**src/rtl/iir_cascade_pkg.sv**
```systemverilog
// rtl/iir_cascade_pkg.sv - shared types and saturation helper for the biquad cascade scheduler
//
// Purpose: FSM state and tap enumerations, plus the floor-shift-and-clamp helper
//          that turns an accumulator value into an output sample.
// Ports:   none (package)
package iir_cascade_pkg;

  typedef enum logic [1:0] {IDLE, MAC, UPD, OUT} state_t;
  typedef enum logic [2:0] {B0, B1, B2, A1, A2} tap_t;

  // Arithmetic shift (floor), then clamp to the signed out_width range.
  // Works on a 64-bit view so any accumulator width up to 64 fits.
  function automatic logic signed [63:0] sat_trunc(input logic signed [63:0] acc,
                                                   input int scale_factor,
                                                   input int out_width);
    logic signed [63:0] sh;
    logic signed [63:0] hi;
    logic signed [63:0] lo;
    sh = acc >>> scale_factor;
    hi = (64'sd1 <<< (out_width - 1)) - 64'sd1;
    lo = -(64'sd1 <<< (out_width - 1));
    if (sh > hi) return hi;
    else if (sh < lo) return lo;
    else return sh;
  endfunction

endpackage

```
**src/rtl/iir_mac_unit.sv**
```systemverilog
// rtl/iir_mac_unit.sv - shared signed multiply/accumulate for the cascade scheduler
//
// Purpose: one full-precision product per enabled cycle, sign-extended and added
//          to (or subtracted from) the accumulator; clr restarts the sum.
// Ports:   clk, rst_n   clock, async active-low reset
//          en           accumulate this cycle
//          clr          start a new sum with this product
//          sub          subtract the product instead of adding it
//          coef, data   signed operands
//          acc          running accumulator
module iir_mac_unit #(
  parameter int coeff_width = 16,
  parameter int inout_width = 16,
  parameter int acc_width   = 40
) (
  input  logic                          clk,
  input  logic                          rst_n,
  input  logic                          en,
  input  logic                          clr,
  input  logic                          sub,
  input  logic signed [coeff_width-1:0] coef,
  input  logic signed [inout_width-1:0] data,
  output logic signed [acc_width-1:0]   acc
);

  logic signed [coeff_width+inout_width-1:0] prod;
  logic signed [acc_width-1:0]               prod_ext;
  logic signed [acc_width-1:0]               base;

  always_comb begin
    prod     = coef * data;
    prod_ext = acc_width'(prod);
    base     = clr ? '0 : acc;
  end

  always_ff @(posedge clk or negedge rst_n) begin
    if (!rst_n) acc <= '0;
    else if (en) acc <= sub ? (base - prod_ext) : (base + prod_ext);
  end

endmodule

```
**src/rtl/iir_biquad_cascade_sched.sv**
```systemverilog
// rtl/iir_biquad_cascade_sched.sv - time-multiplexed DF1 biquad cascade on one MAC
//
// Purpose: accepts one stream sample, runs it through sections 0..num_sections-1
//          (five MAC cycles plus one update cycle each) and emits one result.
// Ports:   clk, rst_n                        clock, async active-low reset
//          s_axis_tdata/tvalid/tready        input sample stream (ready only when idle)
//          m_axis_tdata/tvalid/tready        output sample stream (held until accepted)
//          coeff_wr_en/addr/data/ready       coefficient table write (section*5 + tap)
//          busy                              high whenever a sample is in flight
module iir_biquad_cascade_sched import iir_cascade_pkg::*; #(
  parameter int coeff_width  = 16,
  parameter int inout_width  = 16,
  parameter int scale_factor = 14,
  parameter int num_sections = 4,
  parameter int acc_width    = 40
) (
  input  logic                                     clk,
  input  logic                                     rst_n,
  input  logic signed [inout_width-1:0]            s_axis_tdata,
  input  logic                                     s_axis_tvalid,
  output logic                                     s_axis_tready,
  output logic signed [inout_width-1:0]            m_axis_tdata,
  output logic                                     m_axis_tvalid,
  input  logic                                     m_axis_tready,
  input  logic                                     coeff_wr_en,
  input  logic [$clog2(5*num_sections)-1:0]        coeff_wr_addr,
  input  logic signed [coeff_width-1:0]            coeff_wr_data,
  output logic                                     coeff_wr_ready,
  output logic                                     busy
);

  localparam int NCOEF = 5 * num_sections;
  localparam int AW    = $clog2(NCOEF);
  localparam int SW    = (num_sections > 1) ? $clog2(num_sections) : 1;

  state_t                        state;
  tap_t                          tap;
  logic [SW-1:0]                 sec;
  logic signed [inout_width-1:0] x_cur;   // input of the section being computed

  logic signed [coeff_width-1:0] coef [NCOEF];
  logic signed [inout_width-1:0] x1 [num_sections];
  logic signed [inout_width-1:0] x2 [num_sections];
  logic signed [inout_width-1:0] y1 [num_sections];
  logic signed [inout_width-1:0] y2 [num_sections];

  logic [AW-1:0]                 cidx;
  logic signed [coeff_width-1:0] mac_coef;
  logic signed [inout_width-1:0] mac_data;
  logic                          mac_en;
  logic                          mac_clr;
  logic                          mac_sub;
  logic signed [acc_width-1:0]   acc;
  logic signed [inout_width-1:0] y_new;

  assign s_axis_tready  = ~busy;
  assign coeff_wr_ready = ~busy;

  // Operand selection for the current (section, tap); feedback taps subtract.
  always_comb begin
    cidx     = AW'(int'(sec) * 5 + int'(tap));
    mac_coef = coef[cidx];
    case (tap)
      B1:      mac_data = x1[sec];
      B2:      mac_data = x2[sec];
      A1:      mac_data = y1[sec];
      A2:      mac_data = y2[sec];
      default: mac_data = x_cur;
    endcase
    mac_en  = (state == MAC);
    mac_clr = (tap == B0);
    mac_sub = (tap == A1) || (tap == A2);
    y_new   = inout_width'(sat_trunc(64'(acc), scale_factor, inout_width));
  end

  iir_mac_unit #(
    .coeff_width(coeff_width),
    .inout_width(inout_width),
    .acc_width  (acc_width)
  ) u_mac (
    .clk  (clk),
    .rst_n(rst_n),
    .en   (mac_en),
    .clr  (mac_clr),
    .sub  (mac_sub),
    .coef (mac_coef),
    .data (mac_data),
    .acc  (acc)
  );

  always_ff @(posedge clk or negedge rst_n) begin
    if (!rst_n) begin
      state         <= IDLE;
      tap           <= B0;
      sec           <= '0;
      x_cur         <= '0;
      busy          <= 1'b0;
      m_axis_tvalid <= 1'b0;
      m_axis_tdata  <= '0;
      // Passthrough: every section starts as b0 = 1.0, all other taps 0.
      for (int i = 0; i < NCOEF; i++)
        coef[i] <= (i % 5 == 0) ? coeff_width'(2**scale_factor) : '0;
      for (int i = 0; i < num_sections; i++) begin
        x1[i] <= '0;
        x2[i] <= '0;
        y1[i] <= '0;
        y2[i] <= '0;
      end
    end else begin
      case (state)
        IDLE: begin
          if (coeff_wr_en && int'(coeff_wr_addr) < NCOEF)
            coef[coeff_wr_addr] <= coeff_wr_data;
          if (s_axis_tvalid) begin
            x_cur <= s_axis_tdata;
            sec   <= '0;
            tap   <= B0;
            busy  <= 1'b1;
            state <= MAC;
          end
        end
        MAC: begin
          if (tap == A2) begin
            tap   <= B0;
            state <= UPD;
          end else begin
            tap <= tap_t'(tap + 3'd1);
          end
        end
        UPD: begin
          x2[sec] <= x1[sec];
          x1[sec] <= x_cur;
          y2[sec] <= y1[sec];
          y1[sec] <= y_new;
          x_cur   <= y_new;
          if (int'(sec) == num_sections - 1) begin
            m_axis_tdata  <= y_new;
            m_axis_tvalid <= 1'b1;
            state         <= OUT;
          end else begin
            sec   <= sec + 1'b1;
            state <= MAC;
          end
        end
        OUT: begin
          if (m_axis_tready) begin
            m_axis_tvalid <= 1'b0;
            busy          <= 1'b0;
            state         <= IDLE;
          end
        end
        default: state <= IDLE;
      endcase
    end
  end

endmodule

```
**config.mk**
```make
export PLATFORM = sky130hd
export DESIGN_NAME = iir_biquad_cascade_sched
export DESIGN_NICKNAME = d
export VERILOG_FILES = /design/src/rtl/iir_cascade_pkg.sv /design/src/rtl/iir_mac_unit.sv /design/src/rtl/iir_biquad_cascade_sched.sv
export SDC_FILE = /design/constraint.sdc
export NUM_CORES = 2
export LEC_CHECK = 0
export BUFFER_PORTS_ARGS = -buffer_cell sky130_fd_sc_hd__buf_2
export CORE_UTILIZATION = 45
export DETAILED_ROUTE_END_ITERATION = 6
export PLACE_DENSITY_LB_ADDON = 0.1
export SLEW_MARGIN = 25
export SYNTH_ARGS = -nofsm -noshare
export SYNTH_HDL_FRONTEND = slang
export SYNTH_SLANG_ARGS = --single-unit
export TNS_END_PERCENT = 1
```
**constraint.sdc**
```tcl
create_clock -name clk -period 28.6 [get_ports clk]
set_clock_uncertainty 0.1 [all_clocks]
set_input_delay 5.72 -clock clk [delete_from_list [all_inputs] [get_ports clk]]
set_output_delay 5.72 -clock clk [all_outputs]
set_load 0.02 [all_outputs]
```
Yosys cells after proc, flatten, opt, wreduce, memory -nomap -nowiden
Cells that the tools add are included.

Add/subtract/negate cells: 5. Multipliers: 2. Div/mod/pow operators: 0. Order comparisons: 8. Equal/unequal tests: 13. Shift operators: 0. Mux-type cells: 47. Bitwise gates (word level): 4. Reductions and logical operators: 18.

Operators with widths (number): $bwmux W320 (1); $bwmux W64 (4); $mux W16 (15); $bmux W16 S2 (4); $bmux W16 S5 (1); $demux W16 S5 (1); $mux W40 (2); $pmux W16 S4 (1); $add A40 B32 Y40 (1); $sub A40 B32 Y40 (1); $demux W16 S2 (1); $mul A16 B16 Y32 (1); $pmux W16 S2 (1); $gt A26 B16 Y1 const B (1); $lt A26 B16 Y1 const B (1); $ge A6 B6 Y1 const B (2); $mux W2 (6); $not A5 Y6 (2); $reduce_and A3 Y1 (4); $ne A2 B2 Y1 const B (4); $pmux W2 S4 (1); $reduce_and A2 Y1 (4); $reduce_bool A2 Y1 (4); $eq A3 B2 Y1 const B (2); 24 further kinds (32).

Flip-flop bits (word level): 657. Bits in latches: 0. Bits in writable memories: 0. Memory bits (read-only): 0. Bits of input ports: 42. Output and inout port bits: 20. Word-level logic and storage cells: 141. Memories: 0.

Longest topological paths before layout
Depth in word-level cells: 9. Gate-level depth with buffers: 47.

By module
A second synthesis with hierarchy kept.

Cell total of the unflattened synthesis: 3688. Area total of the unflattened synthesis: 42374.4 um^2.

By module, submodules not included: iir_biquad_cascade_sched (times used 1, cells each 2058, area an instance 27980.6 um^2); iir_mac_unit (times used 1, cells each 1630, area an instance 14393.8 um^2).

Worst setup path after synthesis
Ideal clock, no wire load.

Path kind: flip-flop to flip-flop. From: reg sec[1]. To: reg u_mac.acc[37]. Setup time: 0.131 ns. Data arrival time: 11.602 ns. Data required time: 28.369 ns. Slack: 16.767 ns. Stages on the path, launching flop included: 42. Cells stage by stage: dfrtp_1 -> ha_1 -> ha_1 -> fa_1 -> xor2_1 -> clkbuf_1 -> mux4_2 -> a22oi_1 -> clkbuf_1 -> or2_2 -> fa_1 -> fa_1 -> inv_1 -> fa_1 -> fa_1 -> fa_1 -> inv_1 -> fa_1 -> [6 not listed] -> nor2_1 -> o311a_1 -> a21oi_1 -> nor2_1 -> and4_1 -> a31oi_1 -> xnor2_1 -> ha_1 -> a211oi_1 -> a21oi_1 -> a21bo_2 -> o21ai_1 -> o221a_2 -> o41a_1 -> a21o_1 -> a21oi_2 -> nor4_1 -> or3_1.

Longest elaborated chain between the ends: 9. Elaborated cells on any way between the ends: 24. Those cells by class: add/sub: 3; mul: 2; mux: 17; bitwise: 2.

RTL lines: from (decl) (RTL line iir_biquad_cascade_sched.sv:38) `logic [SW-1:0] sec;`; from (signal assigned) (RTL line iir_biquad_cascade_sched.sv:141) `sec <= sec + 1'b1;`; $mul A2 B3 Y5 (RTL line iir_biquad_cascade_sched.sv:61) `cidx = AW'(int'(sec) * 5 + int'(tap));`; $add A5 B3 Y5 (RTL line iir_biquad_cascade_sched.sv:61); $not A5 Y6 (not written as such) (RTL line iir_biquad_cascade_sched.sv:62) `mac_coef = coef[cidx];`; $bmux W16 S5 (RTL line iir_biquad_cascade_sched.sv:62); $mux W16 (not written as such) (2 in a row) (RTL line iir_biquad_cascade_sched.sv:62); $mul A16 B16 Y32 * (RTL line iir_mac_unit.sv:31) `prod = coef * data;`; $add A40 B32 Y40 / $sub A40 B32 Y40 (equally long branches) (RTL line iir_mac_unit.sv:38) `else if (en) acc <= sub ? (base - prod_ext) : (base + prod_ext);`; $mux W40 * (RTL line iir_mac_unit.sv:38); to (signal assigned) (RTL line iir_mac_unit.sv:38); to (decl) (RTL line iir_mac_unit.sv:23) `output logic signed [acc_width-1:0] acc`.

Every way passes the cells marked *; elsewhere a longest branch is shown, timed or not. The select of a mux whose other input is x is not followed. A chain may end at the register's enable or synchronous reset.

Worst setup path in the final report
Same ends and word-level chain as after synthesis.

==> out/results.ini <==
[run_status]
status=finished, final reports clean

[grt]
antenna_found_initial=9
grt_pass1_vias=30200
grt.total_usage_pct=24.6
overflow=0
grt_pass1_wl_um=179000
grt_start_max_net_pins=176

[finish]
final_layout_size_suffix_gt1_share_pct=27.7
nNetsFinal=4024
fillCellCount=8165
syn_to_final_growth_pct=10.3
multi_input_area_um2=24100
seqCellArea_um2=16100
mostFrequentLayoutCell=dfrtp_1
final_cell_mix=dfrtp_1 (635), mux2_2 (535), inv_1 (331)

[setup_path]
crit_path_end_kind=flop
slowest_delay_ps=830
reg2reg_to=u_mac.acc[37]
critPathArrivalTime_ps=13740
worstPathRequired_ps=29020
crit_slowest_cell=o22ai_1
crit_top_cell=fa_1
path_class=reg2reg
crit_fanout=45
reg2reg_slack_ps=15280
start_kind=flop
rr_startpoint=sec[1]
reg2reg_depth=38

[routing]
wire_per_inst_um=23.2
routed_wl_um=113000
drc=0
postRouteAntennaNets=0
via_count=27800
drt_iter0_drc=1745
via_per_inst=5.69
drtPass1Iterations=5

[clock_tree]
cts_buffers=74
clock_sinks=641
cts_root_buf=clkbuf_16
clock_path_buffers=3
cts_resized=0
hold_buffers=0
clk_latency_ps=650
cts_tree=yes
clkTransAtPathRegs_ps=60
htree_levels=3
post_cts_buffers=0

[synthesis]
synth_edf_count=0
ys_seq_area_share_pct=38.0
synth_simple_gate_area_share_pct=8.08
synth_top_area_share_pct=37.8
syn_inst=3599
synth_area_per_cell_um2=11.7
ys_seq_elements=641
synth_adder_area_share_pct=16.6
synth.net_count=4042
ys_types=93
synthXorXnorAreaFrac_pct=1.89
synth_compound_area_share_pct=7.73
ys_warn_count=0
synth_mux_area_share_pct=22.4
synthArstFlopShare_pct=100
synth_top_family_by_area=multiplexers
syn_area_um2=42200
synthTopCellsByArea=dfrtp_1 (38%), mux2_2 (14%), fa_1 (13%), mux4_2 (7.6%), ha_1 (4.0%)
synth_top_area_cell=dfrtp_1
synth_flop_cell=dfrtp_1

[sta]
post-route-period-util_pct=46.6
setup_viol=0
setup_tns_ps=0
fmax_ghz=0.0751
rsz0062_at_grt=false
slew_violations=0
final_hold_viol_count=0
period_minus_slack_ps=13320
slew_headroom_pct=28.7
setup_slack_ps=15280
tightest_slew_ps=1070

[min_path]
hp-class=reg2reg
hold_end=u_mac.acc[5]
holdPathStages=2
min-delay-start=u_mac.acc[5]

[place]
gp_congestion=0.925
port-buffer-count=61
place_ws_ps=15340
place.detailed.hpwl_um=79400

[die]
initial_core_util_pct=45.7
rows=111
ioPinCount=62
design.die.area_um2=94900
floorplan.die.height_um=308
die_w_um=308
core-area_um2=92200

[job]
maxCapViolations=0

## area by class of cell
class                   instances  area share [%]
diodes                          6          0.0323
clock buffers                 105            4.60
clock inverters                32           0.915
inverters                     332            2.68
multi-input cells            2401            51.9
flip-flops and latches        641            34.5
well taps                    1243            3.34
repair buffers                131            2.00
## worst max-delay path by stage
stage	startpoint	endpoint	slack, ps	cells after the start
6_report	sec[1]	u_mac.acc[37]	15280	38
5_1_grt	sec[1]	u_mac.acc[37]	14610	40
4_1_cts	sec[1]	u_mac.acc[37]	15290	42
3_5_place_dp	sec[1]	u_mac.acc[37]	15340	40
3_3_place_gp	sec[1]	u_mac.acc[37]	15530	40
2_1_floorplan	sec[1]	u_mac.acc[37]	16770	41
## state kept, by name (all words and copies together), names as in the netlist, 2 cells and up
name	cells
u_mac.acc	40
y2	64
x_cur	16
x1	64
tap	3
state	2
x2	64
coef	320
y1	63
sec	2
## synthesized netlist by cell type, drive strengths merged, types with 9 or more instances
cell type  count
inv          331
o21ai        149
nor2         224
fa           265
mux2         535
and2          52
a21oi        122
dfrtp        637
o31ai         11
nand2b        40
nor3          27
clkbuf       161
ha           136
mux2i         22
o21bai         9
a22oi         28
xnor2         48
nor2b         30
or2           12
nor3b         20
xor2          43
o21a          14
buf           64
nand3         26
a2111oi        9
o311ai         9
o22a          22
nand2        231
a31oi         15
or3           12
mux4         143
a21o          34
a211oi        11
o22ai          9
## critical path: cells and delay by family, from the launching register on
family          cells  cell delay [ps]
flops               1              780
buf+inv             4              870
xor+xnor            1              190
simple gates        7             1500
compound gates     14             4130
fa+ha+maj          10             5110
mux                 2              480
## per-layer routing
layer / GRT usage (%) / vias up / share of wire (%)
met1: 33.4 / 14600 / 45
li1: - / 12400 / -
met3: 2.80 / 186 / 3.3
met5: 0 / - / 0
met2: 40.9 / 577 / 49
met4: 8.56 / 0 / 3.1
## logic make-up after synthesis
kind of cell | count (synthesis)
AO/OA/AOI/OAI | 498
XOR/XNOR | 91
adder cells (fa/ha/maj) | 401
buffers and inverters | 557
flip-flops | 641
multiplexers | 700
AND/OR/NAND/NOR | 711
## metrics by stage
stage	util (%)	cells	hold slack, ps	cell area (um^2)
floorplan	-	3599	337	42200
global placement	47.5	4745	351	43800
detailed placement	47.6	4746	359	43900
CTS	50.3	4883	381	46400
global route	50.4	4891	398	46500
finish	50.4	4891	372	46500
Power is not shown: default switching activity piles up to over one toggle a cycle in this logic, so the estimate is an artifact.
